### config.mk
export PLATFORM = sky130hd
export DESIGN_NAME = pipelined_mult_q_flat
export DESIGN_NICKNAME = d
export VERILOG_FILES = /design/src/rtl/pipelined_mult_q_if.sv /design/src/rtl/pipelined_mult_q.sv /design/src/flat_wrapper.sv
export SDC_FILE = /design/constraint.sdc
export NUM_CORES = 1
export LEC_CHECK = 0
export ABC_AREA = 1
export BUFFER_PORTS_ARGS = -buffer_cell sky130_fd_sc_hd__buf_2
export CAP_MARGIN = 20
export CORE_ASPECT_RATIO = 1.1
export CORE_MARGIN = 1
export CORE_UTILIZATION = 40
export CTS_CLUSTER_DIAMETER = 120
export CTS_CLUSTER_SIZE = 28
export DETAILED_ROUTE_END_ITERATION = 10
export PLACE_DENSITY = 0.61
export SLEW_MARGIN = 20
export SYNTH_ARGS = -nofsm -noshare
export SYNTH_HDL_FRONTEND = slang
export SYNTH_SLANG_ARGS = --single-unit
### constraint.sdc
create_clock -name clk -period 17.2 [get_ports clk]
set_input_delay 4.3 -clock clk [delete_from_list [all_inputs] [get_ports clk]]
set_output_delay 4.3 -clock clk [all_outputs]
set_load 0.05 [all_outputs]
### src/rtl/pipelined_mult_q_if.sv
// Handshake and data bundle for pipelined_mult_q: operand input side, result output side,
// and the sticky overflow flag with its clear.
interface pipelined_mult_q_if #(
    parameter int IN_W  = 16,
    parameter int OUT_W = 16
);
    logic                    in_valid;
    logic                    in_ready;
    logic signed [IN_W-1:0]  a;
    logic signed [IN_W-1:0]  b;
    logic                    out_valid;
    logic                    out_ready;
    logic signed [OUT_W-1:0] res;
    logic                    ovf;
    logic                    ovf_sticky;
    logic                    clr_ovf;

    modport master (
        output in_valid, a, b, out_ready, clr_ovf,
        input  in_ready, out_valid, res, ovf, ovf_sticky
    );

    modport slave (
        input  in_valid, a, b, out_ready, clr_ovf,
        output in_ready, out_valid, res, ovf, ovf_sticky
    );
endinterface

### src/rtl/pipelined_mult_q.sv
// Pipelined signed fixed-point multiplier: full product, round-half-up then arithmetic shift,
// range check with per-sample and sticky overflow. Define MULT_SAT_EN to clamp instead of wrap.
module pipelined_mult_q #(
    parameter int IN_W   = 16,
    parameter int OUT_W  = 16,
    parameter int SHIFT  = 15,
    parameter int STAGES = 3
) (
    input  logic              clk,
    input  logic              rst,
    pipelined_mult_q_if.slave bus
);
    localparam int PW = 2 * IN_W;
    localparam logic signed [PW:0] RND =
        (SHIFT > 0) ? ((PW+1)'(1) << ((SHIFT > 0) ? SHIFT - 1 : 0)) : '0;

    function automatic logic signed [PW:0] scale_q(input logic signed [PW-1:0] p);
        logic signed [PW:0] ext;
        ext = {p[PW-1], p};
        return (ext + RND) >>> SHIFT;
    endfunction

    // In range exactly when every bit from the output sign bit upward agrees.
    function automatic logic ovf_chk(input logic signed [PW:0] q);
        return !((&q[PW:OUT_W-1]) || !(|q[PW:OUT_W-1]));
    endfunction

    function automatic logic signed [OUT_W-1:0] sat_res(input logic signed [PW:0] q);
`ifdef MULT_SAT_EN
        if (ovf_chk(q))
            return q[PW] ? {1'b1, {(OUT_W-1){1'b0}}} : {1'b0, {(OUT_W-1){1'b1}}};
        else
            return q[OUT_W-1:0];
`else
        return q[OUT_W-1:0];
`endif
    endfunction

    logic [STAGES:1]         r_vld;
    logic [STAGES:1]         w_ld;
    logic signed [IN_W-1:0]  r_a_p1;
    logic signed [IN_W-1:0]  r_b_p1;
    logic signed [PW-1:0]    w_prod_p1;
    logic signed [PW-1:0]    w_fin;
    logic signed [PW:0]      w_q;
    logic signed [OUT_W-1:0] r_res;
    logic                    r_ovf;
    logic                    r_ovf_sticky;

    // A stage advances when it or any stage downstream of it holds a bubble, or the output drains.
    always_comb begin
        w_ld = '0;
        for (int k = 1; k <= STAGES; k++) begin
            w_ld[k] = bus.out_ready;
            for (int j = k; j <= STAGES; j++)
                if (!r_vld[j]) w_ld[k] = 1'b1;
        end
    end

    always_ff @(posedge clk or posedge rst) begin
        if (rst) begin
            r_vld <= '0;
        end else begin
            if (w_ld[1]) r_vld[1] <= bus.in_valid;
            for (int k = 2; k <= STAGES; k++)
                if (w_ld[k]) r_vld[k] <= r_vld[k-1];
        end
    end

    // Stage 1: operand capture
    always_ff @(posedge clk) begin
        if (w_ld[1] && bus.in_valid) begin
            r_a_p1 <= bus.a;
            r_b_p1 <= bus.b;
        end
    end

    assign w_prod_p1 = PW'(r_a_p1) * PW'(r_b_p1);

    // Stage 2..STAGES-1: full product and plain delay
    generate
        if (STAGES > 2) begin : g_dly
            logic signed [PW-1:0] r_prod_p [2:STAGES-1];
            always_ff @(posedge clk) begin
                if (w_ld[2] && r_vld[1]) r_prod_p[2] <= w_prod_p1;
                for (int k = 3; k < STAGES; k++)
                    if (w_ld[k] && r_vld[k-1]) r_prod_p[k] <= r_prod_p[k-1];
            end
            assign w_fin = r_prod_p[STAGES-1];
        end else begin : g_nodly
            assign w_fin = w_prod_p1;
        end
    endgenerate

    assign w_q = scale_q(w_fin);

    // Final stage: scaled result and overflow
    always_ff @(posedge clk or posedge rst) begin
        if (rst) begin
            r_res <= '0;
            r_ovf <= 1'b0;
        end else if (w_ld[STAGES] && r_vld[STAGES-1]) begin
            r_res <= sat_res(w_q);
            r_ovf <= ovf_chk(w_q);
        end
    end

    // A setting transfer outranks a simultaneous clear.
    always_ff @(posedge clk or posedge rst) begin
        if (rst)
            r_ovf_sticky <= 1'b0;
        else if (r_vld[STAGES] && bus.out_ready && r_ovf)
            r_ovf_sticky <= 1'b1;
        else if (bus.clr_ovf)
            r_ovf_sticky <= 1'b0;
    end

    assign bus.in_ready   = w_ld[1];
    assign bus.out_valid  = r_vld[STAGES];
    assign bus.res        = r_res;
    assign bus.ovf        = r_ovf;
    assign bus.ovf_sticky = r_ovf_sticky;
endmodule

### src/flat_wrapper.sv
// flat-port wrapper written by rule: the top's interface ports become plain ports
module pipelined_mult_q_flat 
#(
    parameter int IN_W   = 16,
    parameter int OUT_W  = 16,
    parameter int SHIFT  = 15,
    parameter int STAGES = 3
)
  (clk, rst, bus_in_valid, bus_a, bus_b, bus_out_ready, bus_clr_ovf, bus_in_ready, bus_out_valid, bus_res, bus_ovf, bus_ovf_sticky);
  pipelined_mult_q_if #(.IN_W(IN_W), .OUT_W(OUT_W)) bus_i ();
  input  logic clk;
  input  logic rst;
  input wire logic [$bits(bus_i.in_valid)-1:0] bus_in_valid;
  input wire logic [$bits(bus_i.a)-1:0] bus_a;
  input wire logic [$bits(bus_i.b)-1:0] bus_b;
  input wire logic [$bits(bus_i.out_ready)-1:0] bus_out_ready;
  input wire logic [$bits(bus_i.clr_ovf)-1:0] bus_clr_ovf;
  output wire logic [$bits(bus_i.in_ready)-1:0] bus_in_ready;
  output wire logic [$bits(bus_i.out_valid)-1:0] bus_out_valid;
  output wire logic [$bits(bus_i.res)-1:0] bus_res;
  output wire logic [$bits(bus_i.ovf)-1:0] bus_ovf;
  output wire logic [$bits(bus_i.ovf_sticky)-1:0] bus_ovf_sticky;
  assign bus_i.in_valid = bus_in_valid;
  assign bus_i.a = bus_a;
  assign bus_i.b = bus_b;
  assign bus_i.out_ready = bus_out_ready;
  assign bus_i.clr_ovf = bus_clr_ovf;
  assign bus_in_ready = bus_i.in_ready;
  assign bus_out_valid = bus_i.out_valid;
  assign bus_res = bus_i.res;
  assign bus_ovf = bus_i.ovf;
  assign bus_ovf_sticky = bus_i.ovf_sticky;
  pipelined_mult_q #(.IN_W(IN_W), .OUT_W(OUT_W), .SHIFT(SHIFT), .STAGES(STAGES)) u_core (.clk(clk), .rst(rst), .bus(bus_i));
endmodule
# Word level (Yosys, flattened, before mapping)
# Memories as Yosys holds them, arrays and structs flattened.
# Index checks and enable logic that the tools add are counted.
[totals]
ff_bits = 53
output_inout_bits = 20
mem_count = 1
ramBits = 32
[mem_list]
columns = ["name", "depth", "word_bits", "rd", "rd_ports_with_merged_regs", "write_ports", "line", "source"]
rows = [
  ["u_core.g_dly.r_prod_p", 1, 32, 1, 0, 1, "pipelined_mult_q.sv:83", "logic signed [PW-1:0] r_prod_p [2:STAGES-1];"],
]
[classes]
mul = 1
n_reduce_logical = 11
muxes = 10
add_sub_neg = 1
[ops]
columns = ["op", "count"]
rows = [
  ["32-bit by 16-bit adder with 33-bit output (second input constant)", 1],
  ["16-bit by 16-bit multiplier with 32-bit output", 1],
  ["1-bit 2-to-1 mux", 10],
  ["1-bit logical AND", 5],
  ["3-bit AND reduction", 1],
  ["3-bit OR reduction", 1],
  ["1-bit zero test", 2],
  ["2-bit nonzero test", 1],
  ["1-bit logical OR", 1],
]

# Longest topological paths before layout
# Gate-level depths: netlist (run 1).
[logic_depth]
word_depth = 5
depth_mapped = 27
depth_no_buf = 25

# Worst setup path after synthesis (run 1)
# Ideal clock, no wire load.
[synth_path]
path_kind = "input port to output port"
start = "input bus_out_ready"
end = "output bus_in_ready"
required_time_ns = 12.900
cell_stages = 4
t_arrival_ns = 4.848
path_slack_ns = 8.052
n_path_buf = 0
cell_sequence = "inv_1 -> nand2_1 -> nor2_1 -> nand2_1"
[synth_via]
elab_chain_cells = 3
[synth_lines]
columns = ["element", "line", "source"]
rows = [
  ["start, declared", "flat_wrapper.sv:16", "input wire logic [$bits(bus_i.out_ready)-1:0] bus_out_ready;"],
  ["1-bit 2-to-1 mux (3 in series)", "pipelined_mult_q.sv:56", "if (!r_vld[j]) w_ld[k] = 1'b1;"],
  ["end, declared", "flat_wrapper.sv:18", "output wire logic [$bits(bus_i.in_ready)-1:0] bus_in_ready;"],
]
# Every way passes these cells.

# Worst setup path in the final report (run 1)
# Ends and elaborated chain as after synthesis.

==> reports/metrics.cfg, run 1 <==
[clock_tree]
root_buffer=clkbuf_16
hold_buffers=0
cts.sinks=71
path_clk_slew_ps=60
cts_buffers=9
cts_resized=0
clkLatencyLatePin_ps=360
cts_htree_levels=3
cts_buffer_depth=2
cts_setup_buffers=0
cts_tree=yes

[global_route]
top_usage_layer=met2
grt_pass1_vias=10830
grtUsageMet1=0.2359
overflow=0
met3_usage=0.02423
grt_max_degree=33
grt_first_pass_wirelength_mm=52.76
antenna_found_initial=0
groute.usage.overall=0.2008
globalRouteMet2Util=0.3767

[status]
status=finished clean

[sta]
grt_setup_unrepaired=false
tightest_slew_ps=856.3
report.final.slew_viol_count=0
finalHoldViolCount=0
fin_setup_tns_ps=0
finalSetupViolations=0
slew_headroom=0.4291
fmax_mhz=108.1
finalCriticalPeriod_ps=9251
fin_ws_ps=7949
finClkSkew_ps=12.48
timing.final.crit_share=0.5378

[worst_setup_path]
endpoint_kind=primary output
crit_type=input port to primary output
start_kind=input port
arrival_ps=4950
required_ps=12900
crit_fanout=3

[floorplanning]
rows=69
core_um2=32460
die_y_um=192.7
start_util=0.4075
die_w_um=175.4
io_pins=57
die-area_um2=33800

[placement]
routabilityCongestion=0.8585
io_buffers=56
dp_hpwl_mm=25.09
detailedPlace.worstSlack_ps=7946
placed_area_um2=13840

[final_layout]
drive_above_1_share=0.05623
post-route-cell-area_um2=14150
nNetsFinal=2027
insertedDiodeCount=0
area_growth_pct=6.962
final_common_cell=inv_1
final_cell_mix=inv_1 (479), nand2_1 (451), fa_1 (261)

[yosys]
ys_ff_latch=71
synth_area_um2=13230
yosysTopAreaCell=fa_1
yosys.area_share.simple=0.1809
yosysSeqAreaShare=0.1532
synthAdderAreaFrac=0.4707
yosysWarnings=0
muxShareOfSynthArea=0
synth_xor_area_frac=0.01192
synth_top_family_by_area=adder cells
synth_area_leaders=fa_1 (40%), inv_1 (14%), nand2_1 (13%), edfxtp_1 (11%), ha_1 (7.6%)
yosysTopAreaCellShare=0.3950
synth_compound_area_frac=0.03084
synthCells=1638
synth_cell_types=31
synth_fp_nets=2016
avgSynthCellArea_um2=8.075

[route]
drt_iter0_drc=472
route.detailed.drc=0
first_pass_iters=5
wl_per_cell_um=14.53
antenna_left=0
vias=9740
vias_per_cell=4.683
routed_wl_mm=30.23

[min_path]
hp-class=flop to flop

[run]
drv_cap=0

[cells by family (layout without fill, tap and decap cells)]
logic type                 count (synthesis)  count (layout)
AOI/OAI and AO/OA                         77              77
adders and majority gates                341             341
buffers and inverters                    537             553
DFF                                       71              71
and+or+nand+nor                          594             594
xor gates and xnor gates                  18              18
[through the flow]
step           hold slack, ps  instances  utilization
3_5_place_dp            466.1       2064       0.4263
2_1_floorplan           447.7       1638            -
6_report                478.8       2080       0.4358
4_1_cts                 483.2       2080       0.4358
5_1_grt                 507.5       2080       0.4358
3_3_place_gp            453.7       2064       0.4263
[routing by layer]
| metal | routed length, um | part of all wire | up-vias |
|---|---|---|---|
| met3 | 976 | 0.032 | 43 |
| met1 | 12760 | 0.42 | 4832 |
| met4 | 769 | 0.025 | 0 |
| met2 | 15720 | 0.52 | 164 |
| li1 | - | - | 4701 |
| met5 | 0 | 0 | - |
[final timing paths]
path / endpoint / from / cells past startpoint / slack [ps]
min reg2reg: u_core.bus.res[12]$_DFFE_PP0P_ / u_core.bus.res[12]$_DFFE_PP0P_ / 2 / 480
min: u_core.bus.res[12]$_DFFE_PP0P_ / u_core.bus.res[12]$_DFFE_PP0P_ / 2 / 480
max reg2reg: u_core.g_dly.r_prod_p[2][26]$_DFFE_PP_ / u_core.r_b_p1[1]$_DFFE_PP_ / 18 / 10950
max in group asynchronous: u_core.bus.res[13]$_DFFE_PP0P_ / rst / 2 / 12650
min in group asynchronous: u_core.r_vld[3]$_DFFE_PP0N_ / rst / 2 / 4070
max: bus_in_ready / bus_out_ready / 6 / 7950
[critical path, stage by stage]
cell	delay, ps
buf_2	100
inv_1	40
nand2_1	60
nor2_1	120
nand2_1	100
buf_2	220
[registers in the layout (all words and copies together) (netlist names)]
register	cells
u_core.r_vld	3
u_core.r_b_p1	16
u_core.r_a_p1	16
u_core.g_dly.r_prod_p	18
u_core.bus.ovf	1
u_core.bus.ovf_sticky	1
u_core.bus.res	16
[final cells by class]
type	count	area (um2)
inverters	479	1798
multi-input cells	1030	9184
repair buffers	58	295.3
well taps	426	533.0
clock inverters	4	32.53
flip-flops and latches	71	2027
fillers	3278	18310
clock buffers	12	277.8
[cell usage after synthesis]
cell	count
inv_1	479
nand2_1	451
fa_1	261
ha_1	80
nor2_1	72
clkbuf_1	58
edfxtp_1	50
nand3_1	38
o21ai_0	34
a21oi_1	30
dfrtp_1	21
xnor2_1	9
xor2_1	9
nand2_2	7
nand4_1	7
nor2_2	4
o21ai_1	4
a31oi_1	3
nor3_1	3
nor4_1	3
or2_2	3
nand3b_1	2
o21bai_1	2
a21boi_0	1
a21o_1	1
nand4_4	1
nor2_4	1
nor3_2	1
nor3_4	1
o21a_1	1
o21bai_2	1
Power of run 1 is left out: the tool's default activity adds up to more than one toggle a clock period on the data nets, which glitch-free logic cannot reach.
==> inputs of run 2 (changes only) <==
PLACE_DENSITY = 0.63   (was 0.61)
clock period = 8.49 ns   (was 17.2 ns; I/O delays follow)
==> run 2 against run 1 <==
  * Design area hardly changed
  * Sequential share of layout area hardly changed
  * Critical path type is now flop to flop
  * Sequential cell count stayed put
  * Cell count stayed put
==> reports/metrics.cfg, run 2 (same netlist as run 1, synthesis figures left out) <==
[status]
status=finished clean

[worst_setup_path]
arrival_ps=6310  ; +1360 ps
start_kind=flop
endpoint_kind=flop
crit_fanout=15  ; +12
crit_type=flop to flop
reg2reg_depth=18  ; unchanged
required_ps=8620  ; -4280 ps

[floorplanning]
rows=69  ; unchanged
core_um2=32460  ; unchanged
die_y_um=192.7  ; unchanged
io_pins=57  ; unchanged
die_w_um=175.4  ; unchanged
start_util=0.4075  ; unchanged
die-area_um2=33800  ; unchanged

[sta]
tightest_slew_ps=805.7  ; -50.57 ps
fin_ws_ps=2305  ; -5644 ps
timing.final.crit_share=0.7285
slew_headroom=0.4629  ; +0.03371
grt_setup_unrepaired=false
finalCriticalPeriod_ps=6185
finalHoldViolCount=0  ; unchanged
report.final.slew_viol_count=0  ; unchanged
fin_setup_tns_ps=0  ; unchanged
finClkSkew_ps=12.63  ; +0.1489 ps
finalSetupViolations=0  ; unchanged
fmax_mhz=161.7

[route]
first_pass_iters=5  ; unchanged
vias=9812  ; +0.74%
route.detailed.drc=0  ; unchanged
wl_per_cell_um=14.88  ; +2.4%
antenna_left=0  ; unchanged
wl_met3_um=961  ; -1.5%
vias_per_cell=4.717  ; +0.74%
wl_met1_mm=13.08  ; +2.5%
drt_iter0_drc=464  ; -1.7%
routed_wl_mm=30.94  ; +2.4%
met2_wirelength_mm=15.98  ; +1.7%
dr.max_layer_used=met4

[final_layout]
regArea_um2=2027  ; unchanged
final_common_cell=inv_1
nFillCells=3315  ; +1.1%
largest_reg_flops=18  ; unchanged
final_cell_mix=inv_1 (479), nand2_1 (451), fa_1 (261)
drive_above_1_share=0.05623  ; unchanged
nNetsFinal=2027  ; unchanged
top_register=u_core.g_dly.r_prod_p
insertedDiodeCount=0  ; unchanged
area_growth_pct=6.868  ; about the same
finish.utilization=0.4354  ; about the same
multi_input_area_um2=9184  ; unchanged

[clock_tree]
cts.sinks=71  ; unchanged
cts_tree=yes
cts_buffers=9  ; unchanged
root_buffer=clkbuf_16
cts_resized=0  ; unchanged
cts_htree_levels=3  ; unchanged
cts_setup_buffers=0  ; unchanged
cts_buffer_depth=2  ; unchanged
clkLatencyLatePin_ps=360  ; about the same
path_clk_slew_ps=70  ; about the same
hold_buffers=0  ; unchanged

[placement]
io_buffers=56  ; unchanged
dp_hpwl_mm=25.83  ; +3.0%
detailedPlace.worstSlack_ps=2286  ; -5660 ps
routabilityCongestion=0.8649  ; +0.75%

[global_route]
overflow=0  ; unchanged
grt_pass1_vias=10640  ; -1.8%
grt_max_degree=33  ; unchanged
groute.usage.overall=0.2032  ; +0.002414
antenna_found_initial=0  ; unchanged
grt_first_pass_wirelength_mm=52.83  ; +0.14%

[min_path]
hold_depth=2  ; unchanged
hp-class=flop to flop

[run]
drv_cap=0  ; unchanged

-- run 2: final timing paths --
check,startpoint,to,slack [ps]
setup reg to reg,u_core.r_b_p1[1]$_DFFE_PP_,u_core.g_dly.r_prod_p[2][27]$_DFFE_PP_,2300
hold / removal,u_core.bus.res[12]$_DFFE_PP0P_,u_core.bus.res[12]$_DFFE_PP0P_,480
min in group asynchronous,rst,u_core.r_vld[1]$_DFFE_PP0N_,1890
hold reg to reg,u_core.bus.res[12]$_DFFE_PP0P_,u_core.bus.res[12]$_DFFE_PP0P_,480
setup / recovery,u_core.r_b_p1[1]$_DFFE_PP_,u_core.g_dly.r_prod_p[2][27]$_DFFE_PP_,2300
max in group asynchronous,rst,u_core.bus.res[13]$_DFFE_PP0P_,6110
-- run 2: final cells by class --
class,count,share of cell area
flip-flops and latches,71,0.1434
inverters,479,0.1272
well taps,426,0.03771
multi-input cells,1030,0.6497
clock inverters,5,0.002390
repair buffers,58,0.02089
clock buffers,11,0.01868
-- run 2: routing by layer --
metal,up-vias,global-route usage
li1,4699,-
met4,0,0.07993
met2,206,0.3698
met1,4855,0.2454
met5,-,0
met3,52,0.02266
-- run 2: stage by stage --
step	hold slack (ps)	instances	area, um2
after floorplan	447.7	1638	13230
after detailed placement	465.5	2064	13840
after CTS	480.5	2080	14130
final	475.1	2080	14130
after global routing	507.7	2080	14130
after global placement	453.7	2064	13840
-- run 2: worst max-delay path, stage by stage (launching register included) --
cell	delay (ps)
edfxtp_1	780
nand2_1	200
inv_1	160
fa_1	560
fa_1	850
inv_1	150
fa_1	500
inv_1	50
fa_1	550
fa_1	420
fa_1	440
ha_1	380
nand2_1	110
nor2_1	200
nand2_1	100
nor4_1	210
nand2_1	120
nand3_1	100
nand2_1	50
Power of run 2 is left out for the same reason.
